**config.mk**
```make
export PLATFORM = sky130hd
export DESIGN_NAME = hamming_rx_decoder
export DESIGN_NICKNAME = d
export VERILOG_FILES = /design/src/rtl/hamming_rx_decoder.sv
export SDC_FILE = /design/constraint.sdc
export NUM_CORES = 1
export LEC_CHECK = 0
export ABC_AREA = 1
export BUFFER_PORTS_ARGS = -buffer_cell sky130_fd_sc_hd__buf_2
export CAP_MARGIN = 20
export CORE_AREA = 8 8 103 105
export CTS_CLUSTER_DIAMETER = 150
export DETAILED_ROUTE_END_ITERATION = 8
export DIE_AREA = 0 0 111 113
export GPL_ROUTABILITY_DRIVEN = 0
export PLACE_DENSITY = 0.63
export SYNTH_ARGS = -nofsm -noshare
export SYNTH_HDL_FRONTEND = slang
export SYNTH_SLANG_ARGS = --single-unit
```
**constraint.sdc**
```tcl
create_clock -name clk_in -period 2 [get_ports clk_in]
set_clock_uncertainty 0.1 [all_clocks]
set_input_delay 0.2 -clock clk_in [delete_from_list [all_inputs] [get_ports clk_in]]
set_output_delay 0.2 -clock clk_in [all_outputs]
set_load 0.03 [all_outputs]
```
**src/rtl/hamming_rx_decoder.sv**
```systemverilog
// Serial Hamming(7,4) receiver: deserialises 8 codewords per 32-bit word, corrects single errors.
// Define HAMMING_RX_SECDED_EN for extended (8,4) codewords with double-error detection.
module hamming_rx_decoder (
    input  logic        clk_in,
    input  logic        rst,
    input  logic        data_in,
    input  logic        data_valid,
    output logic        data_in_ready,
    output logic [31:0] word_out,
    output logic        word_valid,
    input  logic        word_ready,
    output logic [3:0]  corr_cnt,
    output logic        uncorr_err
);
`ifdef HAMMING_RX_SECDED_EN
    localparam int CW_BITS = 8;
`else
    localparam int CW_BITS = 7;
`endif
    localparam int NIBBLES = 8;

    typedef enum logic {RECV, HOLD} state_t;

    state_t               state_q, state_d;
    logic [2:0]           bit_cnt_q, bit_cnt_d;
    logic [2:0]           nib_cnt_q, nib_cnt_d;
    logic [CW_BITS-2:0]   sr_q, sr_d;
    logic [31:0]          acc_q, acc_d;
    logic [3:0]           tally_corr_q, tally_corr_d;
    logic                 tally_unc_q, tally_unc_d;
    logic [31:0]          word_out_q, word_out_d;
    logic                 word_valid_q, word_valid_d;
    logic [3:0]           corr_cnt_q, corr_cnt_d;
    logic                 uncorr_q, uncorr_d;
    logic                 ready_q, ready_d;

    // Full codeword as seen on the last bit; cw[i] holds position i+1.
    logic [CW_BITS-1:0]   cw;
    logic [2:0]           syn;
    logic [6:0]           fixed;
    logic                 flip_en, cw_corr, cw_dbl;
    logic [3:0]           nib;

    assign cw  = {data_in, sr_q};
    assign syn = {cw[3] ^ cw[4] ^ cw[5] ^ cw[6],
                  cw[1] ^ cw[2] ^ cw[5] ^ cw[6],
                  cw[0] ^ cw[2] ^ cw[4] ^ cw[6]};

    always_comb begin
        flip_en = (syn != 3'd0);
        cw_corr = (syn != 3'd0);
        cw_dbl  = 1'b0;
`ifdef HAMMING_RX_SECDED_EN
        // Overall parity distinguishes single errors from uncorrectable doubles.
        if (syn != 3'd0 && !(^cw)) begin
            flip_en = 1'b0;
            cw_corr = 1'b0;
            cw_dbl  = 1'b1;
        end else if (syn == 3'd0 && (^cw)) begin
            cw_corr = 1'b1;
        end
`endif
    end

    genvar gi;
    generate
        for (gi = 0; gi < 7; gi++) begin : g_fix
            assign fixed[gi] = cw[gi] ^ (flip_en && (syn == 3'(gi + 1)));
        end
    endgenerate

    assign nib = {fixed[2], fixed[4], fixed[5], fixed[6]};

    logic        accept, drain, last_bit, last_nib;
    logic [31:0] acc_next;
    logic [3:0]  corr_next;
    logic        unc_next;

    assign accept    = data_valid && ready_q;
    assign drain     = word_valid_q && word_ready;
    assign last_bit  = (bit_cnt_q == 3'(CW_BITS - 1));
    assign last_nib  = (nib_cnt_q == 3'(NIBBLES - 1));
    assign acc_next  = {acc_q[27:0], nib};
    assign corr_next = tally_corr_q + {3'd0, cw_corr};
    assign unc_next  = tally_unc_q | cw_dbl;

    always_comb begin
        state_d      = state_q;
        bit_cnt_d    = bit_cnt_q;
        nib_cnt_d    = nib_cnt_q;
        sr_d         = sr_q;
        acc_d        = acc_q;
        tally_corr_d = tally_corr_q;
        tally_unc_d  = tally_unc_q;
        word_out_d   = word_out_q;
        word_valid_d = word_valid_q;
        corr_cnt_d   = corr_cnt_q;
        uncorr_d     = uncorr_q;
        ready_d      = ready_q;

        if (drain)
            word_valid_d = 1'b0;

        case (state_q)
            RECV: begin
                if (accept) begin
                    if (!last_bit) begin
                        sr_d      = {data_in, sr_q[CW_BITS-2:1]};
                        bit_cnt_d = bit_cnt_q + 3'd1;
                    end else begin
                        bit_cnt_d = 3'd0;
                        if (!last_nib) begin
                            nib_cnt_d    = nib_cnt_q + 3'd1;
                            acc_d        = acc_next;
                            tally_corr_d = corr_next;
                            tally_unc_d  = unc_next;
                        end else begin
                            nib_cnt_d = 3'd0;
                            if (!word_valid_q || drain) begin
                                word_out_d   = acc_next;
                                corr_cnt_d   = corr_next;
                                uncorr_d     = unc_next;
                                word_valid_d = 1'b1;
                                acc_d        = 32'd0;
                                tally_corr_d = 4'd0;
                                tally_unc_d  = 1'b0;
                            end else begin
                                // Output still occupied: park the finished word and stall input.
                                acc_d        = acc_next;
                                tally_corr_d = corr_next;
                                tally_unc_d  = unc_next;
                                state_d      = HOLD;
                                ready_d      = 1'b0;
                            end
                        end
                    end
                end
            end
            HOLD: begin
                if (drain) begin
                    word_out_d   = acc_q;
                    corr_cnt_d   = tally_corr_q;
                    uncorr_d     = tally_unc_q;
                    word_valid_d = 1'b1;
                    acc_d        = 32'd0;
                    tally_corr_d = 4'd0;
                    tally_unc_d  = 1'b0;
                    state_d      = RECV;
                    ready_d      = 1'b1;
                end
            end
            default: begin
                state_d = RECV;
                ready_d = 1'b1;
            end
        endcase
    end

    always_ff @(posedge clk_in or negedge rst) begin
        if (!rst) begin
            state_q      <= RECV;
            bit_cnt_q    <= 3'd0;
            nib_cnt_q    <= 3'd0;
            sr_q         <= '0;
            acc_q        <= 32'd0;
            tally_corr_q <= 4'd0;
            tally_unc_q  <= 1'b0;
            word_out_q   <= 32'd0;
            word_valid_q <= 1'b0;
            corr_cnt_q   <= 4'd0;
            uncorr_q     <= 1'b0;
            ready_q      <= 1'b1;
        end else begin
            state_q      <= state_d;
            bit_cnt_q    <= bit_cnt_d;
            nib_cnt_q    <= nib_cnt_d;
            sr_q         <= sr_d;
            acc_q        <= acc_d;
            tally_corr_q <= tally_corr_d;
            tally_unc_q  <= tally_unc_d;
            word_out_q   <= word_out_d;
            word_valid_q <= word_valid_d;
            corr_cnt_q   <= corr_cnt_d;
            uncorr_q     <= uncorr_d;
            ready_q      <= ready_d;
        end
    end

    assign data_in_ready = ready_q;
    assign word_out      = word_out_q;
    assign word_valid    = word_valid_q;
    assign corr_cnt      = corr_cnt_q;
    assign uncorr_err    = uncorr_q;
endmodule

```
Word-level counts from Yosys, hierarchy flattened:

Index checks and enable logic that the tools add are counted.

* flip-flop bits (word level): 89
* output and inout port bits: 39

* add/sub/neg operators: 3
* eq/ne operators: 12
* multiplexer cells: 57
* bitwise operators: 15
* reductions and logical operators: 15

Operator list (count)
* 2-to-1 mux 32 bit: 10
* case mux 32 bit (2 select lines): 2
* 2-to-1 mux 4 bit: 10
* 2-to-1 mux 1 bit: 26
* case mux 4 bit (2 select lines): 2
* == test 3 bit (second input constant): 5
* bitwise XOR 1 bit: 13
* != test 2 bit (second input constant): 5
* case mux 1 bit (2 select lines): 5
* AND reduction 5 bit: 2
* AND reduction 3 bit: 3
* adder 3 x 1 -> 3 bit (second input constant): 2
* logical AND 1 bit: 6
* 2-to-1 mux 3 bit: 2
* adder 4 x 1 -> 4 bit: 1
* == test 3 x 2 -> 1 bit (second input constant): 1
* nonzero test 3 bit: 1
* != test 2 x 1 -> 1 bit (second input constant): 1
* NOT 1 bit: 2
* AND reduction 2 bit: 1
* logical NOT 1 bit: 1
* logical OR 1 bit: 1

Logic depth before layout (Yosys ltp):

* depth in word-level cells: 11
* mapped depth: 13
* depth with buffers taken out: 13

Worst setup path before layout:

Ideal clock, no wire load.

* path kind: register -> register
* from: register sr_q[5]
* to: register corr_cnt_q[2], in the netlist corr_cnt[2]
* data arrival time: 1730 ps
* data required time: 1818 ps
* path slack: 88 ps
* cell stages (with the launch flop): 14
* path buffers: 0
* path through: dfrtp_1 inv_1 nand2_1 nand2_1 inv_1 nand2_1 nand2_1 inv_1 nand3_1 ha_1 ha_1 a21oi_1 o21ai_0 a31oi_1

* word-level cells in the longest chain between the ends: 9
* elaborated cells between the ends (all ways): 11
* those cells by class: add/sub (1); mux (5); bitwise (4); reduce/logical (1)

Ends and longest elaborated chain
* start: declaration: RTL line 27 `logic [CW_BITS-2:0] sr_q, sr_d;`
* start signal: assignment: RTL line 177 `sr_q <= sr_d;`
* bitwise XOR 1 bit (on tied branches) (2 in a row): RTL line 46, 45
* nonzero test 3 bit *: RTL line 51 `cw_corr = (syn != 3'd0);`
* adder 4 x 1 -> 4 bit *: RTL line 84 `assign corr_next = tally_corr_q + {3'd0, cw_corr};`
* 2-to-1 mux 4 bit *: RTL line 119 `if (!word_valid_q || drain) begin`
* 2-to-1 mux 4 bit *: RTL line 112 `if (!last_nib) begin`
* 2-to-1 mux 4 bit *: RTL line 107 `if (!last_bit) begin`
* 2-to-1 mux 4 bit *: RTL line 106 `if (accept) begin`
* case mux 4 bit (2 select lines) *: RTL line 104 `case (state_q)`
* end signal: assignment: RTL line 183 `corr_cnt_q <= corr_cnt_d;`
* end: declaration: RTL line 33 `logic [3:0] corr_cnt_q, corr_cnt_d;`

Mark *: on every way between the ends. The rest lies on a longest branch, timed or not. The select of a mux whose other input is x is not followed.
A chain may end at the register's enable or synchronous reset.

Final worst setup path:

* from: register sr_q[3]
* to: register corr_cnt_q[2], in the netlist corr_cnt[2]

* word-level cells in the longest chain between the ends: 10

Ends and longest elaborated chain
* bitwise XOR 1 bit (3 in a row): RTL line 45 `assign syn = {cw[3] ^ cw[4] ^ cw[5] ^ cw[6],`
* nonzero test 3 bit: RTL line 51
* adder 4 x 1 -> 4 bit: RTL line 84
* 2-to-1 mux 4 bit: RTL line 119
* 2-to-1 mux 4 bit: RTL line 112
* 2-to-1 mux 4 bit: RTL line 107
* 2-to-1 mux 4 bit: RTL line 106
* case mux 4 bit (2 select lines): RTL line 104

Every way passes these cells. The select of a mux whose other input is x is not followed.

==> results.rst <==
.. list-table::
   :header-rows: 1

   * - Metric
     - Value
   * - Clock latency at the later pin of the worst-skew pair
     - 0.36 ns
   * - Std cell rows
     - 35
   * - Width of the die
     - around 110 um
   * - Seq/Total Area, Yosys
     - 0.556
   * - Cell mode on critical path
     - nand2_1
   * - Overall via count from detail_route
     - about 3200
   * - Data arrival time of the worst path
     - about 2.1 ns
   * - Largest net degree at the start of global routing
     - 44
   * - Root buffer cell
     - clkbuf_8
   * - Switching power as a share of total power
     - 0.246
   * - Synthesis Warnings
     - 0
   * - Area fraction of the dominant cell type after synthesis
     - 0.549
   * - Category of cells accounting for the largest share of critical-path delay
     - simple AND/OR/NAND/NOR gates
   * - Gate power share
     - 0.030
   * - Avg Vias per Cell
     - slightly above 5
   * - Final cell utilization of the core
     - 0.517
   * - First DRT Iteration DRCs
     - between 150 and 200
   * - Core box area
     - about 9000 um2
   * - Count of flip-flops with a built-in enable after synthesis
     - 0
   * - Post-layout nets
     - around 520
   * - Detailed-router iteration count before antenna repair
     - 4
   * - Post-detailed-route wirelength per cell
     - 14.0 um
   * - Clk pwr share
     - 0.379
   * - Leading cell types by count after synthesis
     - 147 x nand2_1, 86 x dfrtp_1, 42 x nor2_1
   * - Top area cells in the synthesized netlist
     - dfrtp_1 55%, nand2_1 14%, a31oi_1 5.1%
   * - Area added between synthesis and finish
     - 18.5%
   * - Antenna violations before repair
     - 0
   * - Post-route antenna net violation count
     - 0
   * - DP HPWL
     - roughly 5.9 mm
   * - Most used DFF post-synth
     - dfrtp_1
   * - Finished layout cell area
     - between 4000 and 5000 um2
   * - Depth of the CTS H-tree
     - 3
   * - Sequential power share
     - 0.591
   * - Leading cell type by number of instances after synthesis
     - nand2_1
   * - Max-cap violations
     - 0
   * - Clock tree sinks
     - just under 90
   * - Fin. Hold Viols
     - 0
   * - Max Fanout on Critical Path
     - 4
   * - Avg Cell Area, Syn
     - 8.59 um2
   * - Power density over cell area
     - 641 nW/um2
   * - Netlist area before placement
     - between 3000 and 4000 um2
   * - DIE AREA
     - around 13000 um2
   * - Clock-pin slew on the worst setup and hold paths
     - roughly 0.090 ns
   * - Maximum buffer depth of the clock tree
     - 2
   * - Fraction of layout cells with a size suffix above 1
     - 0.215
   * - Overflow left after global routing
     - 0
   * - Shortest period the worst path allows
     - ~1.9 ns
   * - Cell with the largest stage delay on the worst path
     - dfrtp_1
   * - Library cell occupying the most area in the post-synthesis netlist
     - dfrtp_1
   * - Buffers and inverters on the worst path
     - 1
   * - DR DRC count
     - 0
   * - Data required time of the critical path
     - around 2.2 ns
   * - Ant diodes
     - 0
   * - Endpoint kind of the worst setup timing path
     - register
   * - CP startpoint kind
     - register
   * - List of cells traversed by the critical path
     - inv_1 > nand2_1 > nand2_1 > nand2_1 > nand2_1 > nand3_4 > ha_4 > ha_2 > a21oi_2 > o21ai_2 > a31oi_1
   * - Internal Dissipation
     - 2.24 mW
   * - Final number of setup-violating endpoints
     - 0
   * - Post-detailed-placement cell area
     - 4290 um2
   * - Net count after synthesis
     - 465
   * - Distinct cell type count of the synthesized netlist
     - 29
   * - Fill cell total of the finished layout
     - between 800 and 900
   * - Leakage
     - between 2 and 2.5 nW
   * - Register bit total from synthesis
     - 87
   * - Portion of the clock cycle consumed by the worst path in the final layout
     - 0.958
   * - Worst VDD drop
     - about 0.00041 V
   * - Effective utilization at floorplan
     - 0.436
   * - Max-slew violation total from the final report
     - 0
   * - Total wirelength of the detailed-routed design
     - ~9 mm
   * - Via count of the first global-routing pass
     - roughly 3000
   * - Net switching component of the power
     - between 700 and 800 uW
   * - Class of the tightest hold or removal check
     - in2reg
   * - Quantity of I/O buffers inserted on ports
     - 42
   * - Clock tree from TritonCTS
     - yes
   * - Type of the setup path with the least slack
     - reg2reg
   * - Die span in y
     - between 100 and 150 um
   * - Outcome
     - finished clean
   * - Max frequency
     - around 0.52 GHz
   * - Maximum cell stage delay along the critical path
     - ~0.43 ns
   * - Overall global routing resource usage
     - 0.139
   * - I/O pin cnt
     - between 40 and 50
   * - Post-Syn Instances
     - roughly 460
   * - Async SR Flop Fraction
     - 1.00
   * - First-pass GRT wire length
     - around 15 mm
   * - CTS buffer count
     - 9
kinds of logic (layout without fill, tap and decap cells):
family	Yosys count	after routing	synth area share
adders and majority gates	4	4	0.0128
xor gates and xnor gates	1	1	0.00224
DFF	87	87	0.556
buffers and inverters	58	119	0.0712
other	1	1	0.000957
and+or+nand+nor	210	210	0.218
AOI/OAI and AO/OA	95	95	0.139
metal layers:
layer  vias to the layer above  part of all wire  track usage
li1                       1599                 -            -
met1                      1526              0.48        0.183
met2                        66              0.47        0.220
met3                        10             0.039       0.0286
met4                         0             0.013       0.0541
met5                         -                 0            0
final timing paths:
check | startpoint | to | slack, ns | cells after the start
max reg2reg | sr_q[3] | corr_cnt[2] | 0.08 | 11
min in group asynchronous | rst | acc_q[20] | 0.20 | 2
max in group asynchronous | rst | corr_cnt[3] | 1.03 | 3
min | word_ready | data_in_ready | 0.08 | 3
max | sr_q[3] | corr_cnt[2] | 0.08 | 11
min reg2reg | nib_cnt_q[2] | nib_cnt_q[2] | 0.39 | 2
timing repair:
item                                    4_1_cts  5_1_grt
hold buffers                                  1        0
endpoints found under the hold margin        28        0
gates resized for setup                       3       23
setup buffers                                 1       12
pin swaps                                     0        4
endpoints found under the setup margin        6       44
metrics by stage:
| stage | setup slack (ns) | setup TNS, ns | power, mW | hold slack (ns) | std cells |
|---|---|---|---|---|---|
| finish | 0.0839 | 0 | 2.98 | 0.0802 | 628 |
| global route | -0.0285 | -0.0404 | 3.08 | 0.0878 | 628 |
| CTS | 0.00699 | 0 | 3.00 | 0.0710 | 616 |
| detailed placement | -0.104 | -0.203 | 1.88 | 0.0622 | 598 |
| global placement | -0.0718 | -0.127 | 1.88 | 0.0647 | 598 |
| floorplan | 0.0879 | 0 | 1.82 | -0.196 | 456 |
final cells by class:
class | count | area, um2 | share of cell area
clock buffers | 9 | 124 | 0.0267
clock inverters | 7 | 55.1 | 0.0119
inverters | 35 | 148 | 0.0318
multi-input cells | 311 | 1510 | 0.326
flip-flops and latches | 87 | 2180 | 0.470
well taps | 111 | 139 | 0.0299
repair buffers | 68 | 485 | 0.105
worst register-to-register path, stage by stage, from the launching register on:
cell and delay [ns]:
dfrtp_1 0.43, inv_1 0.11, nand2_1 0.05, nand2_1 0.11, nand2_1 0.08, nand2_1 0.13, nand3_4 0.10, ha_4 0.17
ha_2 0.19, a21oi_2 0.15, o21ai_2 0.08, a31oi_1 0.15
power by group through the flow:
stage / logic [mW] / registers [mW] / clock network [mW]
finish: 0.0891 / 1.76 / 1.13
global route: 0.103 / 1.76 / 1.22
CTS: 0.0856 / 1.76 / 1.16
detailed placement: 0.0841 / 1.79 / 0
global placement: 0.0830 / 1.79 / 0
floorplan: 0.0285 / 1.79 / 0
cell usage in the layout, fill, tap and decap left out, types with 2 or more instances in the layout:
master,n
o22ai_1,11
dfrtp_1,84
o21ai_2,2
o21ai_0,31
o21ai_1,3
buf_2,41
nand2_4,2
clkinv_4,2
buf_12,6
nor3_1,2
clkbuf_8,9
nor2_1,41
dfrtp_2,2
inv_6,2
inv_1,27
a21oi_1,12
ha_1,2
nand2_2,3
buf_4,20
a31oi_1,32
inv_2,6
clkinvlp_4,3
nand3_1,12
nand2_1,144
sequential cells by signal, indices dropped and copies added, names as in the netlist:
register	count
word_valid	1
word_out	32
nib_cnt_q	3
corr_cnt	4
sr_q	6
data_in_ready	1
bit_cnt_q	3
tally_corr_q	4
acc_q	32
state_q	1
Power figures use the tool's default switching activity.
